$ cat config.mk
export PLATFORM = sky130hd
export DESIGN_NAME = muldiv_arbiter_flat
export DESIGN_NICKNAME = d
export VERILOG_FILES = /design/src/rtl/muldiv_arbiter_if.sv /design/src/rtl/muldiv_arbiter.sv /design/src/flat_wrapper.sv
export SDC_FILE = /design/constraint.sdc
export NUM_CORES = 1
export LEC_CHECK = 0
export BUFFER_PORTS_ARGS = -buffer_cell sky130_fd_sc_hd__clkbuf_2
export CAP_MARGIN = 20
export CORE_AREA = 2 2 185 187
export DETAILED_ROUTE_END_ITERATION = 12
export DIE_AREA = 0 0 187 189
export PLACE_DENSITY = 0.71
export SKIP_CTS_REPAIR_TIMING = 1
export SLEW_MARGIN = 20
export SYNTH_ARGS = -nofsm -noshare
export SYNTH_HDL_FRONTEND = slang
export SYNTH_SLANG_ARGS = --single-unit
$ cat constraint.sdc
create_clock -name i_clk -period 5.8 [get_ports i_clk]
set_input_delay 1.16 -clock i_clk [delete_from_list [all_inputs] [get_ports i_clk]]
set_output_delay 1.16 -clock i_clk [all_outputs]
set_load 0.02 [all_outputs]
$ cat src/rtl/muldiv_arbiter_if.sv
// Bundle between the requesters, the arbiter and the shared iterative multiplier.
// req is a level held by a requester until its one-cycle done pulse; gnt marks the operation in flight.
interface muldiv_arbiter_if #(
  parameter int N = 4,
  parameter int W = 32
);
  logic [N-1:0]   req;
  logic [N*W-1:0] a_in;
  logic [N*W-1:0] b_in;
  logic [N-1:0]   gnt;
  logic [N-1:0]   done;
  logic [2*W-1:0] result;
  logic           err;
  logic           busy;
  logic           mu_reset;
  logic           mu_run;
  logic [W-1:0]   mu_multiplicand;
  logic [W-1:0]   mu_multiplier;
  logic [2*W-1:0] mu_product;
  logic           mu_ready;

  modport master (
    output req, a_in, b_in, mu_product, mu_ready,
    input  gnt, done, result, err, busy, mu_reset, mu_run, mu_multiplicand, mu_multiplier
  );

  modport slave (
    input  req, a_in, b_in, mu_product, mu_ready,
    output gnt, done, result, err, busy, mu_reset, mu_run, mu_multiplicand, mu_multiplier
  );
endinterface

$ cat src/rtl/muldiv_arbiter.sv
// Round-robin arbiter sharing one iterative multiplier among N requesters.
// Optional RUN watchdog enabled by MULDIV_ARB_TIMEOUT_EN (err, all-ones result on expiry).
module muldiv_arbiter #(
  parameter int N       = 4,
  parameter int W       = 32,
  parameter int TIMEOUT = 256
) (
  input  logic             i_clk,
  input  logic             i_rst_n,
  muldiv_arbiter_if.slave  bus,
  output logic [2:0]       o_dbg_state
);
  localparam int PW = $clog2(N);

  typedef enum logic [2:0] {
    S_IDLE = 3'd0,
    S_LOAD = 3'd1,
    S_CLR  = 3'd2,
    S_RUN  = 3'd3,
    S_DONE = 3'd4
  } state_t;

  state_t         r_state, w_state_n;
  logic [N-1:0]   r_gnt, w_gnt_n;
  logic [N-1:0]   r_done, w_done_n;
  logic [2*W-1:0] r_result, w_result_n;
  logic           r_busy, w_busy_n;
  logic           r_mu_reset, w_mu_reset_n;
  logic           r_mu_run, w_mu_run_n;
  logic [W-1:0]   r_a, w_a_n;
  logic [W-1:0]   r_b, w_b_n;
  logic [PW-1:0]  r_rr, w_rr_n;
  logic [PW-1:0]  r_win, w_win_n;
  logic           r_ready_q;
  logic           w_ready_edge;
  logic           w_found;
  logic [PW-1:0]  w_pick;
  logic [W-1:0]   w_pick_a, w_pick_b;

  // An empty marker scope appears only when the parameters are out of range.
  if (N < 2 || N > 8 || TIMEOUT < 2) begin : g_bad_params
  end

`ifdef MULDIV_ARB_TIMEOUT_EN
  localparam int CW = $clog2(TIMEOUT + 1);
  logic [CW-1:0] r_cnt, w_cnt_n;
  logic          r_err, w_err_n;
`endif

  // First set request at or above the rotation pointer, wrapping modulo N.
  always_comb begin
    w_found  = 1'b0;
    w_pick   = '0;
    w_pick_a = '0;
    w_pick_b = '0;
    for (int k = 0; k < N; k++) begin
      automatic int idx = int'(r_rr) + k;
      if (idx >= N) idx = idx - N;
      if (!w_found && bus.req[idx]) begin
        w_found  = 1'b1;
        w_pick   = PW'(idx);
        w_pick_a = bus.a_in[idx*W +: W];
        w_pick_b = bus.b_in[idx*W +: W];
      end
    end
  end

  assign w_ready_edge = bus.mu_ready && !r_ready_q;

  always_comb begin
    w_state_n    = r_state;
    w_gnt_n      = r_gnt;
    w_done_n     = '0;
    w_result_n   = r_result;
    w_mu_reset_n = r_mu_reset;
    w_mu_run_n   = r_mu_run;
    w_a_n        = r_a;
    w_b_n        = r_b;
    w_rr_n       = r_rr;
    w_win_n      = r_win;
`ifdef MULDIV_ARB_TIMEOUT_EN
    w_cnt_n      = r_cnt;
    w_err_n      = r_err;
`endif
    case (r_state)
      S_IDLE: begin
        w_mu_reset_n = 1'b1;
        w_mu_run_n   = 1'b0;
        w_gnt_n      = '0;
        if (w_found) begin
          w_state_n = S_LOAD;
          w_gnt_n   = {{(N-1){1'b0}}, 1'b1} << w_pick;
          w_a_n     = w_pick_a;
          w_b_n     = w_pick_b;
          w_win_n   = w_pick;
        end
      end
      S_LOAD: begin
        w_state_n    = S_CLR;
        w_mu_reset_n = 1'b0;
        w_mu_run_n   = 1'b0;
      end
      S_CLR: begin
        w_state_n  = S_RUN;
        w_mu_run_n = 1'b1;
`ifdef MULDIV_ARB_TIMEOUT_EN
        w_cnt_n    = '0;
`endif
      end
      S_RUN: begin
        if (w_ready_edge) begin
          w_state_n  = S_DONE;
          w_result_n = bus.mu_product;
          w_mu_run_n = 1'b0;
          w_done_n   = r_gnt;
        end
`ifdef MULDIV_ARB_TIMEOUT_EN
        else if (r_cnt == CW'(TIMEOUT - 1)) begin
          w_state_n  = S_DONE;
          w_result_n = '1;
          w_mu_run_n = 1'b0;
          w_done_n   = r_gnt;
          w_err_n    = 1'b1;
        end else begin
          w_cnt_n = r_cnt + 1'b1;
        end
`endif
      end
      S_DONE: begin
        w_state_n    = S_IDLE;
        w_gnt_n      = '0;
        w_mu_reset_n = 1'b1;
        w_mu_run_n   = 1'b0;
        w_rr_n       = (r_win == PW'(N - 1)) ? '0 : r_win + 1'b1;
      end
      default: begin
        w_state_n    = S_IDLE;
        w_gnt_n      = '0;
        w_mu_reset_n = 1'b1;
        w_mu_run_n   = 1'b0;
      end
    endcase
    w_busy_n = (w_state_n != S_IDLE);
  end

  always_ff @(posedge i_clk or negedge i_rst_n) begin
    if (!i_rst_n) begin
      r_state    <= S_IDLE;
      r_gnt      <= '0;
      r_done     <= '0;
      r_result   <= '0;
      r_busy     <= 1'b0;
      r_mu_reset <= 1'b1;
      r_mu_run   <= 1'b0;
      r_a        <= '0;
      r_b        <= '0;
      r_rr       <= '0;
      r_win      <= '0;
      r_ready_q  <= 1'b0;
`ifdef MULDIV_ARB_TIMEOUT_EN
      r_cnt      <= '0;
      r_err      <= 1'b0;
`endif
    end else begin
      r_state    <= w_state_n;
      r_gnt      <= w_gnt_n;
      r_done     <= w_done_n;
      r_result   <= w_result_n;
      r_busy     <= w_busy_n;
      r_mu_reset <= w_mu_reset_n;
      r_mu_run   <= w_mu_run_n;
      r_a        <= w_a_n;
      r_b        <= w_b_n;
      r_rr       <= w_rr_n;
      r_win      <= w_win_n;
      r_ready_q  <= bus.mu_ready;
`ifdef MULDIV_ARB_TIMEOUT_EN
      r_cnt      <= w_cnt_n;
      r_err      <= w_err_n;
`endif
    end
  end

  assign bus.gnt             = r_gnt;
  assign bus.done            = r_done;
  assign bus.result          = r_result;
  assign bus.busy            = r_busy;
  assign bus.mu_reset        = r_mu_reset;
  assign bus.mu_run          = r_mu_run;
  assign bus.mu_multiplicand = r_a;
  assign bus.mu_multiplier   = r_b;
  assign o_dbg_state         = r_state;
`ifdef MULDIV_ARB_TIMEOUT_EN
  assign bus.err             = r_err;
`else
  assign bus.err             = 1'b0;
`endif
endmodule

$ cat src/flat_wrapper.sv
// flat-port wrapper written by rule: the top's interface ports become plain ports
module muldiv_arbiter_flat 
#(
  parameter int N       = 4,
  parameter int W       = 32,
  parameter int TIMEOUT = 256
)
  (i_clk, i_rst_n, o_dbg_state, bus_req, bus_a_in, bus_b_in, bus_mu_product, bus_mu_ready, bus_gnt, bus_done, bus_result, bus_err, bus_busy, bus_mu_reset, bus_mu_run, bus_mu_multiplicand, bus_mu_multiplier);
  muldiv_arbiter_if #(.N(N), .W(W)) bus_i ();
  input  logic i_clk;
  input  logic i_rst_n;
  output logic [2:0] o_dbg_state;
  input wire logic [$bits(bus_i.req)-1:0] bus_req;
  input wire logic [$bits(bus_i.a_in)-1:0] bus_a_in;
  input wire logic [$bits(bus_i.b_in)-1:0] bus_b_in;
  input wire logic [$bits(bus_i.mu_product)-1:0] bus_mu_product;
  input wire logic [$bits(bus_i.mu_ready)-1:0] bus_mu_ready;
  output wire logic [$bits(bus_i.gnt)-1:0] bus_gnt;
  output wire logic [$bits(bus_i.done)-1:0] bus_done;
  output wire logic [$bits(bus_i.result)-1:0] bus_result;
  output wire logic [$bits(bus_i.err)-1:0] bus_err;
  output wire logic [$bits(bus_i.busy)-1:0] bus_busy;
  output wire logic [$bits(bus_i.mu_reset)-1:0] bus_mu_reset;
  output wire logic [$bits(bus_i.mu_run)-1:0] bus_mu_run;
  output wire logic [$bits(bus_i.mu_multiplicand)-1:0] bus_mu_multiplicand;
  output wire logic [$bits(bus_i.mu_multiplier)-1:0] bus_mu_multiplier;
  assign bus_i.req = bus_req;
  assign bus_i.a_in = bus_a_in;
  assign bus_i.b_in = bus_b_in;
  assign bus_i.mu_product = bus_mu_product;
  assign bus_i.mu_ready = bus_mu_ready;
  assign bus_gnt = bus_i.gnt;
  assign bus_done = bus_i.done;
  assign bus_result = bus_i.result;
  assign bus_err = bus_i.err;
  assign bus_busy = bus_i.busy;
  assign bus_mu_reset = bus_i.mu_reset;
  assign bus_mu_run = bus_i.mu_run;
  assign bus_mu_multiplicand = bus_i.mu_multiplicand;
  assign bus_mu_multiplier = bus_i.mu_multiplier;
  muldiv_arbiter #(.N(N), .W(W), .TIMEOUT(TIMEOUT)) u_core (.i_clk(i_clk), .i_rst_n(i_rst_n), .bus(bus_i), .o_dbg_state(o_dbg_state));
endmodule
# After elaboration in Yosys (flattened, before gate mapping)
# Index checks and enable logic that the tools add are counted.
# word_totals
elab_cells,100
inputBits,327
out_inout_bits,143
regBits,147
# classes
n_mux,43
reduce_logical,14
n_shift,9
magnitude_cmp,8
n_addsub,8
eq_ne,6
# ops
cell,count
$shiftx A128 B32 Y32,8
$mux W32,12
$lt A32 B4 Y1 const B,4
$ge A32 B4 Y1 const B,3
$sub A32 B4 Y32 const B,3
$mux W1,13
$mux W4,3
$pmux W3 S4,1
$mux W2,5
$bmux W1 S2,4
$pmux W4 S2,1
$add A2 B2 Y3 const B,2
$eq A3 B2 Y1 const B,2
$mux W3,2
$logic_and A1 B1 Y1,4
$logic_not A1 Y1,4
$pmux W1 S2,2
$reduce_and A2 Y1,2
$shl A1 B2 Y4 const A,1
$sub A2 B3 Y4 const B,1
$add A2 B1 Y3 const B,1
$eq A3 B1 Y1 const B,1
$eq A3 B3 Y1 const B,1
$ge A2 B3 Y1 const B,1
other kinds (7),7

# Longest topological paths before layout
# Gate-level depths: netlist (run 1).
# logic_depth
word_depth,18
mapped_depth,14
ltp_nobuf,7

# Worst setup path before layout (run 1)
# No wires, ideal clock.
# synth_path
kind,register to register
startpoint,register u_core.r_rr[1]
endpoint,register u_core.r_a[10] (netlist: u_core.bus.mu_multiplicand[10])
synth_period_minus_slack_ns,3.546
setup_ns,0.077
path_buffers,6
arrival_ns,3.469
path_stages_with_launch,14
setup_slack_ns,2.254
t_required_ns,5.723
path_cell_list,dfrtp_1 clkbuf_1 clkbuf_1 inv_1 clkbuf_1 ha_1 buf_6 mux4_2 or3_1 buf_2 a211oi_4 buf_6 a21oi_1 a21oi_1
# synth_via
elab_chain_cells,16
elab_cells_between_ends,46
cone_classes,add/sub: 7; order compare: 4; shift: 4; mux: 24; reduce/logical: 7
# synth_rtl
element,line_no,source
"start, declared",muldiv_arbiter.sv:32,"logic [PW-1:0] r_rr, w_rr_n;"
"start signal, assigned",muldiv_arbiter.sv:174,r_rr <= w_rr_n;
branches (longest 16 deep; another with $sub A32 B4 Y32),n/a,
"end signal, assigned",muldiv_arbiter.sv:172,r_a <= w_a_n;
"end, declared",muldiv_arbiter.sv:30,"logic [W-1:0] r_a, w_a_n;"
# Parallel ways; which one is timed is not known. The select of a mux whose other input is x is not followed.
# A chain may end at the register's enable or synchronous reset.

# Worst setup path in the final report (run 1)
# layout_path
startpoint,register u_core.r_rr[1]
endpoint,register u_core.r_a[12] (netlist: u_core.bus.mu_multiplicand[12])
# The elaborated chain is that of the path after synthesis.

==> flow_summary.toml, run 1 <==
[finish]
area_growth_pct = 21.5
design_area_um2 = 17600
final_cell_mix = "467 x clkbuf_2, 196 x mux4_2, 194 x a21oi_1"
final_common_cell = "clkbuf_2"
antennaDiodeCount = 0
drive_above_1_share = 0.525
fin_nets = 1977

[power_and_ir_drop]
swShare = 0.483
p_int_mw = 5.74
irDropWorstVdd_mv = 0.266
power_frac_comb = 0.718
power_mw = 11.1
power_density_nw_per_um2 = 629
p_leak_nw = 7.10
p_clk_frac = 0.108
p_sw_mw = 5.36
seqPwrFrac = 0.174

[placed_design]
io_buffers = 468
placed_area_um2 = 17000
dp_hpwl_um = 33800
place_congestion = 0.875

[sta]
skew_ps = 11.7
setup_tns_ps = 0
fmax_mhz = 216
setup_viol = 0
fin_crit_sh = 0.799
relSlewSlack = 0.236
rsz0062_at_grt = "false"
finalMaxSlewViolations = 0
hold_violations = 0
worst_pin_slew_ps = 1150
min_period_ps = 4630

[synthesis]
syn_area_um2 = 14500
ys_seq_area_frac = 0.253
synth_area_leaders = "mux4_2 30%, dfrtp_1 25%, mux2i_1 9.2%"
syn_area_per_cell_um2 = 11.1
synth-edff-count = 0
ys_types = 41
synth_seq_cells = 147
syn_inst = 1303
async_flop_share = 1.00
synth_top_area_cell = "mux4_2"
yosys_warnings = 0
synth_nets = 1636
synth_top_area_frac = 0.304
synthFlopType = "dfrtp_1"

[worst_setup_path]
crit_family = "buffers and inverters"
worstSetupEndpointType = "flip-flop"
critPathMostFrequentCell = "buf_4"
required_ps = 6110
reg2reg_depth = 9
worstSetupPathType = "flip-flop to flip-flop"
crit_cells = 9
slowest_delay_ps = 850
slowest_stage = "dfrtp_4"
cp_num_buf_inv = 3
start_kind = "flip-flop"
crit_fanout = 43
worstPathArrival_ps = 4940
crit_path_cell_trace = "inv_2, ha_4, mux4_2, buf_4, nand2b_2, buf_4, nand3_1, o221ai_1, a21oi_1"

[global_route]
grt_pass1_wl_um = 79700
antenna_found_initial = 0
grt_use_total = 0.285
grt_pass1_vias = 14100
overflow = 0
grt_max_degree = 166

[clock_network]
cts_buffers = 17
cts_max_level = 4
numClockSinks = 147
clockBufferDepth = 2
cts_tree = "done"
cts_root_buf = "clkbuf_16"
clock_latency_ps = 440
clk_pin_slew_ps = 70

[floorplanning]
core_um2 = 33300
fp-row-count = 67
die_width_um = 187
dieArea_um2 = 35300
die_h_um = 189
io_pins = 470
start_util = 0.436

[drt]
ant_nets = 0
vias = 14100
highest_layer = "met4"
drt-met1-wl_um = 19200
met2_length_um = 25600
routed_wl_um = 50900
vias_per_cell = 6.68
wl_per_cell_um = 24.2
remaining_drc_errors = 0
firstDrtPassIters = 6
initialDrtViolationCount = 1569
wl_met3_um = 4650

[outcome]
status = "finished, final reports clean"

[hold_path]
worstHoldPathCells = 2
worst_hold_path_type = "flip-flop to flip-flop"

[job]
maxCapViolCount = 0
==> layer usage <==
metal / global-route usage / vias up
li1: - / 6006
met1: 0.365 / 7037
met2: 0.484 / 902
met3: 0.0551 / 116
met4: 0.100 / 0
met5: 0 / -
==> path summary, 6_finish.rpt <==
path | from | to | slack, ps
max in group asynchronous | i_rst_n | u_core.bus.result[7]$_DFFE_PN0P_ | 4010
min in group asynchronous | i_rst_n | u_core.bus.result[21]$_DFFE_PN0P_ | 680
max reg2reg | u_core.r_rr[1]$_DFFE_PN0N_ | u_core.bus.mu_multiplicand[12]$_DFFE_PN0P_ | 1170
max | u_core.r_rr[1]$_DFFE_PN0N_ | u_core.bus.mu_multiplicand[12]$_DFFE_PN0P_ | 1170
min | u_core.bus.mu_reset$_DFFE_PN1N_ | u_core.bus.mu_reset$_DFFE_PN1N_ | 490
min reg2reg | u_core.bus.mu_reset$_DFFE_PN1N_ | u_core.bus.mu_reset$_DFFE_PN1N_ | 490
==> kinds of logic (layout without fill, tap and decap cells) <==
| kind of cell | count (synthesis) | count (layout) | synth area share |
|---|---|---|---|
| compound gates | 346 | 346 | 0.167 |
| buf+inv | 176 | 530 | 0.0500 |
| mux | 398 | 398 | 0.449 |
| flops | 147 | 147 | 0.253 |
| fa+ha+maj | 6 | 6 | 0.00517 |
| simple gates | 229 | 229 | 0.0746 |
| other cells | 1 | 1 | 0.000258 |
==> stage by stage <==
stage	util	worst slack, ps	hold WS, ps	cells
2_1_floorplan	-	2250	460	1303
3_3_place_gp	0.510	1280	461	2071
3_5_place_dp	0.510	1170	476	2071
4_1_cts	0.528	1150	487	2103
5_1_grt	0.530	909	521	2105
6_report	0.530	1170	491	2105
==> layout make-up <==
type | instances | area [µm²]
clock buffers | 18 | 429
clock inverters | 14 | 181
fillers | 2958 | 15600
inverters | 4 | 15.0
multi-input cells | 980 | 10100
flip-flops and latches | 147 | 3690
well taps | 448 | 561
repair buffers | 494 | 2620
==> cells in the mapped netlist, drive strengths merged, types with 6 or more instances <==
| cell type | instances |
|---|---|
| o21ai | 9 |
| dfrtp | 146 |
| mux4 | 196 |
| buf | 39 |
| nand2 | 10 |
| ha | 6 |
| mux2 | 69 |
| nand2b | 6 |
| nor2 | 68 |
| o221a | 64 |
| nand3 | 128 |
| o221ai | 64 |
| mux2i | 133 |
| a21oi | 194 |
| clkbuf | 133 |
==> power by group through the flow <==
stage	registers (mW)	logic (mW)	clock network (mW)
after floorplan	2.38	5.49	0
after global placement	1.92	7.80	0
after detailed placement	1.94	7.94	0
after CTS	1.93	7.96	1.23
after global routing	1.98	8.59	1.27
final	1.93	7.97	1.20
==> worst min-delay path: stages, from the launching register on <==
cell and delay [ps]:
dfstp_2 380, nand2_1 70, nand2_1 50
==> flip-flops by register name (all words and copies together), names as in the netlist <==
signal	cells
u_core.bus.result	64
u_core.bus.mu_multiplicand	32
u_core.bus.mu_multiplier	32
u_core.bus.done	4
u_core.bus.gnt	4
u_core.o_dbg_state	3
u_core.r_rr	2
u_core.r_win	2
u_core.bus.busy	1
u_core.bus.mu_reset	1
u_core.bus.mu_run	1
u_core.r_ready_q	1
Power figures use the tool's default switching activity.
==> inputs of run 2 (changes only) <==
--- a/config.mk
+++ b/config.mk
@@ -5,12 +5,13 @@
 export SDC_FILE = /design/constraint.sdc
 export NUM_CORES = 1
 export LEC_CHECK = 0
+export ABC_AREA = 1
 export BUFFER_PORTS_ARGS = -buffer_cell sky130_fd_sc_hd__clkbuf_2
 export CAP_MARGIN = 20
-export CORE_AREA = 2 2 185 187
+export CORE_AREA = 2 2 181 183
 export DETAILED_ROUTE_END_ITERATION = 12
-export DIE_AREA = 0 0 187 189
-export PLACE_DENSITY = 0.71
+export DIE_AREA = 0 0 183 185
+export PLACE_DENSITY = 0.72
 export SKIP_CTS_REPAIR_TIMING = 1
 export SLEW_MARGIN = 20
 export SYNTH_ARGS = -nofsm -noshare
==> constraint.sdc (replaced) <==
create_clock -name i_clk -period 4.5 [get_ports i_clk]
set_input_delay 0.9 -clock i_clk [delete_from_list [all_inputs] [get_ports i_clk]]
set_output_delay 0.9 -clock i_clk [all_outputs]
set_load 0.02 [all_outputs]
==> run 2 against run 1 <==
Effect of this change: worst hold slack got worse by 21 ps; wire length up 8.0%; global-route usage grew 3.3 points; area after synthesis decreased by 3.4%; setup slack got worse by 340 ps; critical path type unchanged; largest power group unchanged.
==> flow_summary.toml, run 2 <==
[placed_design]
dp_hpwl_um = 37300
io_buffers = 468
place_congestion = 0.881
place_worst_setup_slack_ps = 889

[synthesis]
ys_seq_area_frac = 0.262
synth_commonest_cells = "1546 x nand2_1, 206 x nand3_1, 146 x dfrtp_1, 146 x nor2_1, 87 x clkbuf_1"
synth_top_area_cell = "nand2_1"
synth_top_area_frac = 0.414
syn_area_per_cell_um2 = 5.51
syn_area_um2 = 14000
ys_types = 25
yosysMostFrequentCell = "nand2_1"
yosys_warnings = 0
synth_nets = 2880
synthFlopType = "dfrtp_1"
synth-edff-count = 0
synth_seq_cells = 147
synth_area_leaders = "nand2_1 41%, dfrtp_1 26%, nand3_1 7.3%"
syn_inst = 2547
async_flop_share = 1.00

[sta]
worst_slack_ps = 831
finalMaxSlewViolations = 0
finalHoldWorstSlack_ps = 470
worst_pin_slew_ps = 1000
fin_crit_sh = 0.815
rsz0062_at_grt = "false"
skew_ps = 13.8
fmax_mhz = 273
setup_tns_ps = 0
min_period_ps = 3670
hold_violations = 0
setup_viol = 0
relSlewSlack = 0.332

[power_and_ir_drop]
p_sw_mw = 8.25
seqPwrFrac = 0.165
power_frac_comb = 0.733
p_int_mw = 6.11
irDropWorstVdd_mv = 0.606
p_clk_frac = 0.102
power_mw = 14.4
p_leak_nw = 10.3
swShare = 0.574
power_density_nw_per_um2 = 845

[finish]
fill_cells = 3332
final_util = 0.530
largest_reg_flops = 64
drive_above_1_share = 0.190
ff_latch_area_um2 = 3690
fin_nets = 3209
multiInputGateArea_um2 = 9400
final_cell_mix = "1544 x nand2_1, 467 x clkbuf_2, 206 x nand3_1"
area_growth_pct = 21.2
final_common_cell = "nand2_1"

[worst_setup_path]
crit_family = "buffers and inverters"
worstPathArrival_ps = 3990
crit_fanout = 73
cp_num_buf_inv = 3
worstSetupEndpointType = "flip-flop"
crit_start = "u_core.r_rr[0]$_DFFE_PN0N_"
slowest_stage = "dfrtp_4"
critPathMostFrequentCell = "nand2_1"
reg2reg_from = "u_core.r_rr[0]$_DFFE_PN0N_"
worstSetupPathType = "flip-flop to flip-flop"
start_kind = "flip-flop"
slowest_delay_ps = 780
crit_path_cell_trace = "inv_8, ha_4, buf_4, nand3_1, nand2_2, nor3_4, buf_4, nand2_1, nand3_1, nand2_1, nand2_1"
required_ps = 4820

[global_route]
grt_max_degree = 121
grt_pass1_vias = 16300
grt_pass1_wl_um = 85500
grt_use_total = 0.318
overflow = 0
antenna_found_initial = 16

[floorplanning]
die_h_um = 185
die_width_um = 183
fp-row-count = 66
start_util = 0.438
io_pins = 470
core_um2 = 32000
dieArea_um2 = 33900

[drt]
ant_nets = 0
firstDrtPassIters = 7
vias = 17700
vias_per_cell = 5.34
wl_per_cell_um = 16.6
remaining_drc_errors = 0
initialDrtViolationCount = 1744
routed_wl_um = 54900

[job]
maxCapViolCount = 0

[clock_network]
clk_pin_slew_ps = 70
cts_tree = "done"
cts_root_buf = "clkbuf_16"
clockBufferDepth = 2
cts_buffers = 17
numClockSinks = 147
cts_max_level = 4
clock_latency_ps = 440

[outcome]
status = "finished, final reports clean"

[hold_path]
hold_start = "u_core.bus.mu_reset$_DFFE_PN1N_"
worst_hold_path_type = "flip-flop to flip-flop"
-- run 2: cell types whose count changed after synthesis, sizes merged, moves of 60 or more --
cell | before | now
nand3 | 128 | 206
a21oi | 194 | 50
buf | 39 | 99
mux4 | 196 | 0
a22o | 0 | 64
o221ai | 64 | 0
mux2i | 133 | 0
nand2 | 10 | 1551
o221a | 64 | 0
mux2 | 69 | 0
nor2 | 68 | 147
-- run 2: logic make-up after synthesis --
logic type	after synthesis	share of synthesized area
other	1	0.000267
and+or+nand+nor	1910	0.532
DFF	147	0.262
adders and majority gates	6	0.00535
buffers and inverters	227	0.0716
AOI/OAI and AO/OA	256	0.128
-- run 2: power by group through the flow --
stage                     combinational [mW]  clock (mW)  sequential [mW]
after global routing                    11.8        1.55             2.44
after floorplan                         7.19           0             2.86
after global placement                  10.2           0             2.37
final                                   10.5        1.47             2.37
after CTS                               10.4        1.49             2.36
after detailed placement                10.4           0             2.37
-- run 2: worst paths after layout --
kind / slack, ps / endpoint / depth (start not counted)
max: 830 / u_core.bus.mu_multiplicand[26]$_DFFE_PN0P_ / 11
min: 470 / u_core.bus.mu_reset$_DFFE_PN1N_ / 2
max reg2reg: 830 / u_core.bus.mu_multiplicand[26]$_DFFE_PN0P_ / 11
min reg2reg: 470 / u_core.bus.mu_reset$_DFFE_PN1N_ / 2
max in group asynchronous: 2950 / u_core.bus.result[15]$_DFFE_PN0P_ / 2
min in group asynchronous: 540 / u_core.bus.mu_multiplicand[18]$_DFFE_PN0P_ / 1
-- run 2: final cells by class --
| class | count | share of cell area |
|---|---|---|
| sequential | 147 | 0.217 |
| clock inverter | 15 | 0.0106 |
| antenna | 10 | 0.00147 |
| clock buffer | 17 | 0.0250 |
| timing repair buffer | 496 | 0.153 |
| multi-input combinational | 2173 | 0.553 |
| inverter | 41 | 0.00972 |
| tap | 408 | 0.0300 |
-- run 2: routing by layer --
metal  track usage  up-vias  wire length (µm)
met2         0.519      822             25200
met1         0.386     7965             22000
li1              -     8713                 -
met4         0.165       14              2510
met5             0        -                91
met3        0.0847      156              5120
-- run 2: worst reg2reg max path: cells and delay by family, from the launching register on --
family / cells / cell delay (ps)
flip-flops: 1 / 780
buffers and inverters: 3 / 1360
adder cells (fa/ha/maj): 1 / 580
AND/OR/NAND/NOR: 7 / 850
-- run 2: metrics by stage --
| stage | area, µm² | std cells |
|---|---|---|
| after detailed placement | 16400 | 3265 |
| after global routing | 17000 | 3304 |
| final | 17000 | 3307 |
| after global placement | 16400 | 3265 |
| after CTS | 17000 | 3297 |
| after floorplan | 14000 | 2547 |
